$ cat src/rtl/envase_pkg.sv
// Shared definitions for the bottle filling line controller:
// state encoding, bottles per dozen, default timing constants and the
// timer width helper.
package envase_pkg;

  typedef enum logic [2:0] {
    OCIOSO   = 3'd0,
    ESTEIRA  = 3'd1,
    ENCHENDO = 3'd2,
    VEDANDO  = 3'd3,
    INSPECAO = 3'd4,
    FALHA    = 3'd5
  } estado_t;

  localparam int unsigned DUZIA = 12;

  // 50 MHz clock: 5 s fill timeout, 1 s capping time.
  localparam int unsigned T_ENCHER_MAX_PADRAO = 250_000_000;
  localparam int unsigned T_VEDAR_PADRAO      = 50_000_000;

  // Width of the shared fill/capping timer: enough bits for the larger limit.
  function automatic int unsigned largura_timer(input int unsigned a,
                                                input int unsigned b);
    int unsigned m;
    m = (a > b) ? a : b;
    return (m < 2) ? 1 : $clog2(m);
  endfunction

endpackage

$ cat src/rtl/sincronizador_borda.sv
// 2-FF synchroniser for one raw field input plus rising-edge detector.
// Ports:
//   clk, reset  system clock, asynchronous active-high reset
//   entrada     raw/asynchronous input
//   nivel       synchronised level
//   borda       one-cycle pulse on a synchronised rising edge
module sincronizador_borda (
  input  logic clk,
  input  logic reset,
  input  logic entrada,
  output logic nivel,
  output logic borda
);

  logic meta;
  logic sinc;
  logic anterior;

  always_ff @(posedge clk or posedge reset) begin
    if (reset) begin
      meta     <= 1'b0;
      sinc     <= 1'b0;
      anterior <= 1'b0;
    end else begin
      meta     <= entrada;
      sinc     <= meta;
      anterior <= sinc;
    end
  end

  assign nivel = sinc;
  // Edge is combinational from the second flop so the state register
  // reacts on the third clock after the raw edge.
  assign borda = sinc & ~anterior;

endmodule

$ cat src/rtl/controle_envase.sv
// Sequencing controller for the bottle filling line. Drives conveyor,
// fill valve, capping actuator and reject gate from the station sensors,
// counts approved bottles modulo 12 and pulses pulso_duzia per dozen.
// Ports:
//   clk, reset       50 MHz clock, asynchronous active-high reset
//   start, stop      raw push buttons
//   sensor_posicao   bottle present at filling station (raw)
//   sensor_nivel     fill level reached (raw)
//   cq_valido        quality-check result valid (raw)
//   cq_aprovado      quality-check verdict, 1 = approved (raw)
//   motor            conveyor run
//   valvula          fill valve open
//   vedacao          capping actuator
//   descarte         reject gate, one-cycle pulse
//   pulso_duzia      one-cycle pulse per 12 approved bottles
//   garrafas         approved bottles in the current dozen, 0..11
//   alarme           fault indicator
//   estado           current state encoding
module controle_envase
  import envase_pkg::*;
#(
  parameter int unsigned T_ENCHER_MAX = T_ENCHER_MAX_PADRAO,
  parameter int unsigned T_VEDAR      = T_VEDAR_PADRAO
) (
  input  logic       clk,
  input  logic       reset,
  input  logic       start,
  input  logic       stop,
  input  logic       sensor_posicao,
  input  logic       sensor_nivel,
  input  logic       cq_valido,
  input  logic       cq_aprovado,
  output logic       motor,
  output logic       valvula,
  output logic       vedacao,
  output logic       descarte,
  output logic       pulso_duzia,
  output logic [3:0] garrafas,
  output logic       alarme,
  output logic [2:0] estado
);

  localparam int unsigned TW = largura_timer(T_ENCHER_MAX, T_VEDAR);
  localparam logic [TW-1:0] FIM_ENCHER = TW'(T_ENCHER_MAX - 1);
  localparam logic [TW-1:0] FIM_VEDAR  = TW'(T_VEDAR - 1);
  localparam logic [3:0]    ULTIMA     = 4'(DUZIA - 1);

  logic start_sub, stop_sub, posicao_sub, cq_sub;
  logic nivel, aprovado;
  logic start_niv, stop_niv, posicao_niv, cq_niv;
  logic nivel_borda, aprovado_borda;

  sincronizador_borda u_sinc_start (
    .clk(clk), .reset(reset), .entrada(start),
    .nivel(start_niv), .borda(start_sub)
  );
  sincronizador_borda u_sinc_stop (
    .clk(clk), .reset(reset), .entrada(stop),
    .nivel(stop_niv), .borda(stop_sub)
  );
  sincronizador_borda u_sinc_posicao (
    .clk(clk), .reset(reset), .entrada(sensor_posicao),
    .nivel(posicao_niv), .borda(posicao_sub)
  );
  sincronizador_borda u_sinc_nivel (
    .clk(clk), .reset(reset), .entrada(sensor_nivel),
    .nivel(nivel), .borda(nivel_borda)
  );
  sincronizador_borda u_sinc_cq_valido (
    .clk(clk), .reset(reset), .entrada(cq_valido),
    .nivel(cq_niv), .borda(cq_sub)
  );
  sincronizador_borda u_sinc_cq_aprovado (
    .clk(clk), .reset(reset), .entrada(cq_aprovado),
    .nivel(aprovado), .borda(aprovado_borda)
  );

  // Synchroniser outputs this controller has no use for.
  logic unused_sinais;
  assign unused_sinais = &{1'b0, start_niv, stop_niv, posicao_niv, cq_niv,
                           nivel_borda, aprovado_borda};

  estado_t       atual, proximo;
  logic [TW-1:0] timer, timer_prox;
  logic [3:0]    cont, cont_prox;
  logic          descarte_r, descarte_prox;
  logic          pulso_r, pulso_prox;

  always_ff @(posedge clk or posedge reset) begin
    if (reset) begin
      atual      <= OCIOSO;
      timer      <= '0;
      cont       <= '0;
      descarte_r <= 1'b0;
      pulso_r    <= 1'b0;
    end else begin
      atual      <= proximo;
      timer      <= timer_prox;
      cont       <= cont_prox;
      descarte_r <= descarte_prox;
      pulso_r    <= pulso_prox;
    end
  end

  // Branch order inside each state encodes stop > timeout > events.
  always_comb begin
    proximo       = atual;
    cont_prox     = cont;
    descarte_prox = 1'b0;
    pulso_prox    = 1'b0;
    timer_prox    = '0;

    case (atual)
      OCIOSO: begin
        if (start_sub && !stop_sub) begin
          proximo   = ESTEIRA;
          cont_prox = '0;
        end
      end
      ESTEIRA: begin
        if (stop_sub)         proximo = OCIOSO;
        else if (posicao_sub) proximo = ENCHENDO;
      end
      ENCHENDO: begin
        if (stop_sub)                 proximo = OCIOSO;
        else if (timer == FIM_ENCHER) proximo = FALHA;
        else if (nivel)               proximo = VEDANDO;
      end
      VEDANDO: begin
        if (stop_sub)                proximo = OCIOSO;
        else if (timer == FIM_VEDAR) proximo = INSPECAO;
      end
      INSPECAO: begin
        if (stop_sub) begin
          proximo = OCIOSO;
        end else if (cq_sub) begin
          proximo = ESTEIRA;
          if (aprovado) begin
            if (cont == ULTIMA) begin
              cont_prox  = '0;
              pulso_prox = 1'b1;
            end else begin
              cont_prox = cont + 4'd1;
            end
          end else begin
            descarte_prox = 1'b1;
          end
        end
      end
      FALHA: begin
        if (start_sub) proximo = OCIOSO;
      end
      default: proximo = OCIOSO;
    endcase

    // Timer restarts from zero on every state entry.
    if (proximo == atual && (atual == ENCHENDO || atual == VEDANDO))
      timer_prox = timer + TW'(1);
  end

  assign motor       = (atual == ESTEIRA);
  assign valvula     = (atual == ENCHENDO);
  assign vedacao     = (atual == VEDANDO);
  assign alarme      = (atual == FALHA);
  assign estado      = atual;
  assign garrafas    = cont;
  assign descarte    = descarte_r;
  assign pulso_duzia = pulso_r;

endmodule

$ cat config.mk
export PLATFORM = sky130hd
export DESIGN_NAME = controle_envase
export DESIGN_NICKNAME = d
export VERILOG_FILES = /design/src/rtl/envase_pkg.sv /design/src/rtl/sincronizador_borda.sv /design/src/rtl/controle_envase.sv
export SDC_FILE = /design/constraint.sdc
export NUM_CORES = 1
export LEC_CHECK = 0
export ABC_AREA = 1
export ABC_CLOCK_PERIOD_IN_PS = 1800
export CAP_MARGIN = 20
export CORE_MARGIN = 8
export CORE_UTILIZATION = 53
export CTS_CLUSTER_DIAMETER = 50
export CTS_CLUSTER_SIZE = 25
export DETAILED_ROUTE_END_ITERATION = 10
export GPL_ROUTABILITY_DRIVEN = 0
export PLACE_DENSITY_LB_ADDON = 0.15
export SYNTH_ARGS = -nofsm -noshare
export SYNTH_HDL_FRONTEND = slang
export SYNTH_HIERARCHICAL = 1
export SYNTH_SLANG_ARGS = --single-unit
$ cat constraint.sdc
create_clock -name clk -period 1.8 [get_ports clk]
set_clock_uncertainty 0.1 [all_clocks]
set_input_delay 0.45 -clock clk [delete_from_list [all_inputs] [get_ports clk]]
set_output_delay 0.45 -clock clk [all_outputs]
set_load 0.02 [all_outputs]
======== Yosys cells after proc, flatten, opt, wreduce, memory -nomap -nowiden ========
Cells that the tools add are included.
word-level totals
  bits in registers ....................... 53
  latch bits .............................. 0
  bits in writable memories ............... 0
  ROM bits ................................ 0
  bits of input ports ..................... 8
  output and inout bits ................... 13
  word-level logic and storage cells ...... 79
  memories kept ........................... 0
operators by class
  add/sub/neg operators ................... 2
  $mul .................................... 0
  divide/modulo/power cells ............... 0
  magnitude comparators ................... 0
  equality and inequality tests ........... 13
  shift operators ......................... 0
  muxes and demuxes ....................... 28
  bitwise gates (word level) .............. 8
  reduce and logical (&&, ||, !) cells .... 7
operators by type and width
  kind                   number
  $mux 3                 11
  $add 28x1->28 const B  1
  $eq 28x26->1 const B   1
  $eq 28x28->1 const B   1
  $mux 28                1
  $mux 4                 5
  $pmux 3 s6             1
  $mux 1                 9
  $pmux 4 s2             1
  $eq 3x2->1 const B     2
  $eq 3x3->1 const B     2
  $ne 2x2->1 const B     3
  $reduce_and 5->1       1
  $add 4x1->4 const B    1
  $and 1x1->1            4
  $eq 4x4->1 const B     1
  $not 1->1              4
  $eq 3x1->1 const B     1
  $eq 3x3->1             1
  $logic_not 3->1        1
  $logic_and 1x1->1      2
  $ne 2x1->1 const B     1
  $reduce_bool 2->1      1
  $logic_not 1->1        1
  $logic_or 1x1->1       1

======== Depth between registers and ports, before layout ========
  depth after elaboration ................. 9
  mapped depth ............................ 14
  mapped depth without buffers ............ 13

======== Cells and area by module ========
Netlist, hierarchy kept.
by module, submodules not included
  module               instances  cells each  area an instance (µm²)  seq. area each (µm²)
  controle_envase      1          310         2358.5                  925.9
  sincronizador_borda  6          6           88.8                    75.1

======== Worst setup path before layout ========
No wires, ideal clock.
  path type ............................... register -> register
  start ................................... register atual[2], in the netlist estado[2]
  end ..................................... register timer[10]
  library setup time ...................... 0.069 ns
  arrival time ............................ 1.815 ns
  data required time ...................... 1.631 ns
  slack ................................... -0.184 ns
  cell stages (with the launch flop) ...... 9
  buffers on the path ..................... 1
  clock period less this slack ............ 1.984 ns
  path through ............................ dfrtp_1 -> inv_2 -> nand2_1 -> nor2_1 -> nand2_1 -> a21oi_1 -> nand3_4 -> buf_12 -> nor2_2
between the ends
  elaborated cells between the ends (all ways) .. 22
  those cells by class .................... eq/ne (6); mux (13); reduce/logical (3)
RTL lines
  what                      line                    RTL
  start: declaration        controle_envase.sv:83   estado_t atual, proximo;
  start signal: assignment  controle_envase.sv:97   atual <= proximo;
  $eq 3x2->1 *              n/a
  via valvula               controle_envase.sv:34   output logic valvula,
  $pmux 3 s6                controle_envase.sv:113  case (atual)
  $eq 3x3->1                controle_envase.sv:157  if (proximo == atual && (atual == ENCHENDO || atual == VEDANDO))
  $logic_and 1x1->1 *       controle_envase.sv:157
  $mux 28 *                 controle_envase.sv:157
  via timer_prox[10]        controle_envase.sv:84   logic [TW-1:0] timer, timer_prox;
  end signal: assignment    controle_envase.sv:98   timer <= timer_prox;
  end: declaration          controle_envase.sv:84
The timed path passes the listed nets; every way through them passes the cells marked *.
A chain may end at the register's enable or synchronous reset.

======== Worst setup path in the final report ========
  start ................................... register timer[1]
  end ..................................... register timer[3]
between the ends
  word-level cells in the longest chain between the ends .. 7
  elaborated cells between the ends (all ways) .. 11
  those cells by class .................... add/sub (1); eq/ne (3); mux (6); reduce/logical (1)
RTL lines
  what                                          line
  $eq 28x26->1 or $eq 28x28->1 (tied branches)  controle_envase.sv:131, controle_envase.sv:126
  $mux 3 (on tied branches)                     controle_envase.sv:131, controle_envase.sv:126
  $mux 3 (on tied branches)                     controle_envase.sv:130, controle_envase.sv:125
  $pmux 3 s6 *                                  controle_envase.sv:113
  via proximo[0]                                controle_envase.sv:83
  $eq 3x3->1 *                                  controle_envase.sv:157
  $logic_and 1x1->1 *                           controle_envase.sv:157
  $mux 28 *                                     controle_envase.sv:157
  via timer_prox[3]                             controle_envase.sv:84
Marked as above.

==> impl_metrics.csv <==
group,metric,value,unit
floorplan,row_count,26,
layout,ff_latch_area,0.001328,mm^2
drt,route.met3.wl,285,um
synthesis,syn_area,0.002821,mm^2
layout,multi_input_area,0.001363,mm^2
sta,rsz0062_at_grt,"yes",
pwr,leakage,1.724,nW
floorplan,start_util,54.89,%
worst_hold_path,min_path_type,"register to register",
sta,maxSlewHeadroom,78.67,%
critical_path,r2r_end,"timer[3]",
critical_path,critPathCaptureType,"register",
drt,postRouteAntennaNets,0,
drt,drt-pass1-iter-count,4,
sta,finalSetupViolCount,28,
clocking,hold_buffers,0,
clocking,cts_root_buf,"clkbuf_8",
sta,finalSetupTns,-3.079,ns
sta,holdWs,0.2571,ns
drt,top_layer,"met4",
placed_design,dp.cells,493,
global_routing,grt-ovfl-total,0,
floorplan,die-area,0.007914,mm^2
critical_path,crit_family,"simple AND/OR/NAND/NOR gates",
layout,regMostFlops,"timer",
global_routing,grt_start_max_net_pins,30,
critical_path,crit_required,1.90,ns
drt,met1_length,3053,um
sta,finalWorstPathRequiredPeriod,1.930,ns
drt,first_iter_violations,213,
floorplan,io_pins,21,
synthesis,synth_nets,350,
synthesis,syn_avg_cell_area,8.298,um^2
critical_path,cp_cell_sequence,"ha_2 -> nand2_2 -> nor2_4 -> nand2_4 -> nor2_1 -> nand2_1 -> nand2_1 -> nand3_1 -> nand4_2 -> nand2_2 -> nand3_4 -> buf_12 -> nor2_1",
clocking,clk_latency,0.32,ns
clocking,numCtsBuffers,5,
clocking,cts.reportedPaths.clkPinSlew,0.10,ns
outcome,status,"finished with violations",
critical_path,r2r-start,"timer[1]",
floorplan,fp.dieW,88.96,um
critical_path,worstSetupPathType,"register to register",
critical_path,worst-path-stages,13,
global_routing,grt_pass1_wl,11230,um
placed_design,placed_area,0.003616,mm^2
drt,wl_per_cell,13.18,um
critical_path,worstPathArrival,2.03,ns
drt,route.vias.total,2534,
critical_path,cpPeakStageDelay,0.38,ns
run,maxCapViolations,0,
layout,instances_no_fill,508,
placed_design,hpwl,5133,um
drt,wl,6693,um
drt,route.detailed.drc,0,
global_routing,track_usage,18.09,%
critical_path,path_buf_inv,1,
critical_path,rrSetupSlack,-0.13,ns
sta,fin_crit_sh,107.2,%
pwr,vdd_drop_max,0.6744,mV
clocking,cts_tree,"built",
worst_hold_path,hold_path.startpoint,"u_sinc_cq_valido/meta",
layout,largest_reg_flops,28,
outcome,violations,"setup timing",
drt,viasPerCell,4.988,
sta,fmax,518.2,MHz
sta,tightest_slew,0.3175,ns
critical_path,crit_path_start_kind,"register",
critical_path,worstRegToRegCells,13,
clocking,cts_sinks,53,
floorplan,die_h,88.96,um
layout,nets,447,
layout,area_growth,35.48,%
drt,wl_met2,3272,um
layout,fillers,417,
sta,setup_ws,-0.1296,ns
synthesis,synth_warnings,6,
floorplan,core,0.005140,mm^2
worst_hold_path,min_delay_path_depth,0,
sta,slew_violations,0,
global_routing,antenna_found_initial,0,
global_routing,grt_pass1_vias,2575,
critical_path,critPathMaxFanout,16,
critical_path,crit_slowest_cell,"dfrtp_1",
pwr,cellPowerDensity,749.0,mW/mm^2
pwr,design_power_total,2.863,mW
layout,postLayoutCellArea,0.003822,mm^2
layout,drive_gt1_share,32.42,%
worst_hold_path,hold_end,"u_sinc_cq_valido/nivel",
sta,hold_violations,0,
clocking,clockBufferDepth,2,
clocking,htree_levels,2,
synthesis,synth_cells,340,
layout,antenna_cells,0,
placed_design,portBuffers,20,
==> power breakdown <==
part,switching (mW),leakage (nW),total (mW),internal [mW]
sequential,0.0383,0.701,1.27,1.24
combinational,0.474,0.972,0.869,0.394
clock,0.427,0.0511,0.721,0.294
==> worst max path at each step <==
| stage | endpoint | slack [ns] | startpoint |
|---|---|---|---|
| finish | timer[3] | -0.13 | timer[1] |
| global route | timer[3] | -0.27 | timer[1] |
| CTS | timer[3] | -0.13 | timer[0] |
| detailed placement | garrafas[3] | -0.13 | estado[1] |
| global placement | timer[3] | -0.06 | estado[1] |
| floorplan | timer[15] | -0.06 | timer[0] |
==> per-layer routing <==
layer  vias up  GRT usage, %
met1      1210         22.93
li1       1260             -
met5         -             0
met2        54         30.19
met3        10         3.860
met4         0         5.287
==> cells in the final DEF, fill, tap and decap left out <==
master	n
ha_1	1
clkdlybuf4s50_1	7
dfrtp_1	52
buf_6	2
inv_1	48
a21oi_2	1
nand3_2	4
o21ai_0	3
xor2_1	23
nand3_4	1
nor4_1	2
buf_12	3
nor2_4	5
nand2_1	54
dfrtp_2	1
clkbuf_8	5
buf_4	69
nor3_1	10
o22ai_1	3
xnor2_1	4
dlygate4sd2_1	9
nand2_4	2
nand3_1	18
nor2_1	44
a31oi_1	2
a21oi_1	5
inv_6	2
nand2_2	6
nor4b_1	1
nor3_4	2
nor2_2	30
nor3_2	2
buf_2	2
inv_8	1
inv_2	2
nand4_1	9
and3_1	1
ha_2	1
nand4_2	1
==> timing repair <==
item                       4_1_cts  5_1_grt
pin swaps                        1        4
setup buffers                    3        4
setup endpoints to repair       45       35
gates resized for setup         32       16
==> through the flow <==
stage	utilization (%)	setup slack (ns)
2_1_floorplan	-	-0.05914
3_3_place_gp	70.35	-0.06487
3_5_place_dp	70.35	-0.1291
4_1_cts	72.59	-0.1253
5_1_grt	74.37	-0.2741
6_report	74.37	-0.1296
==> layout make-up <==
type                    instances  area share, %
multi-input cells             235          35.65
clock inverters                 3         0.7529
well taps                      70          2.291
clock buffers                   5          1.800
flip-flops and latches         53          34.73
inverters                      50          4.910
repair buffers                 92          19.87
Power figures use the tool's default switching activity.
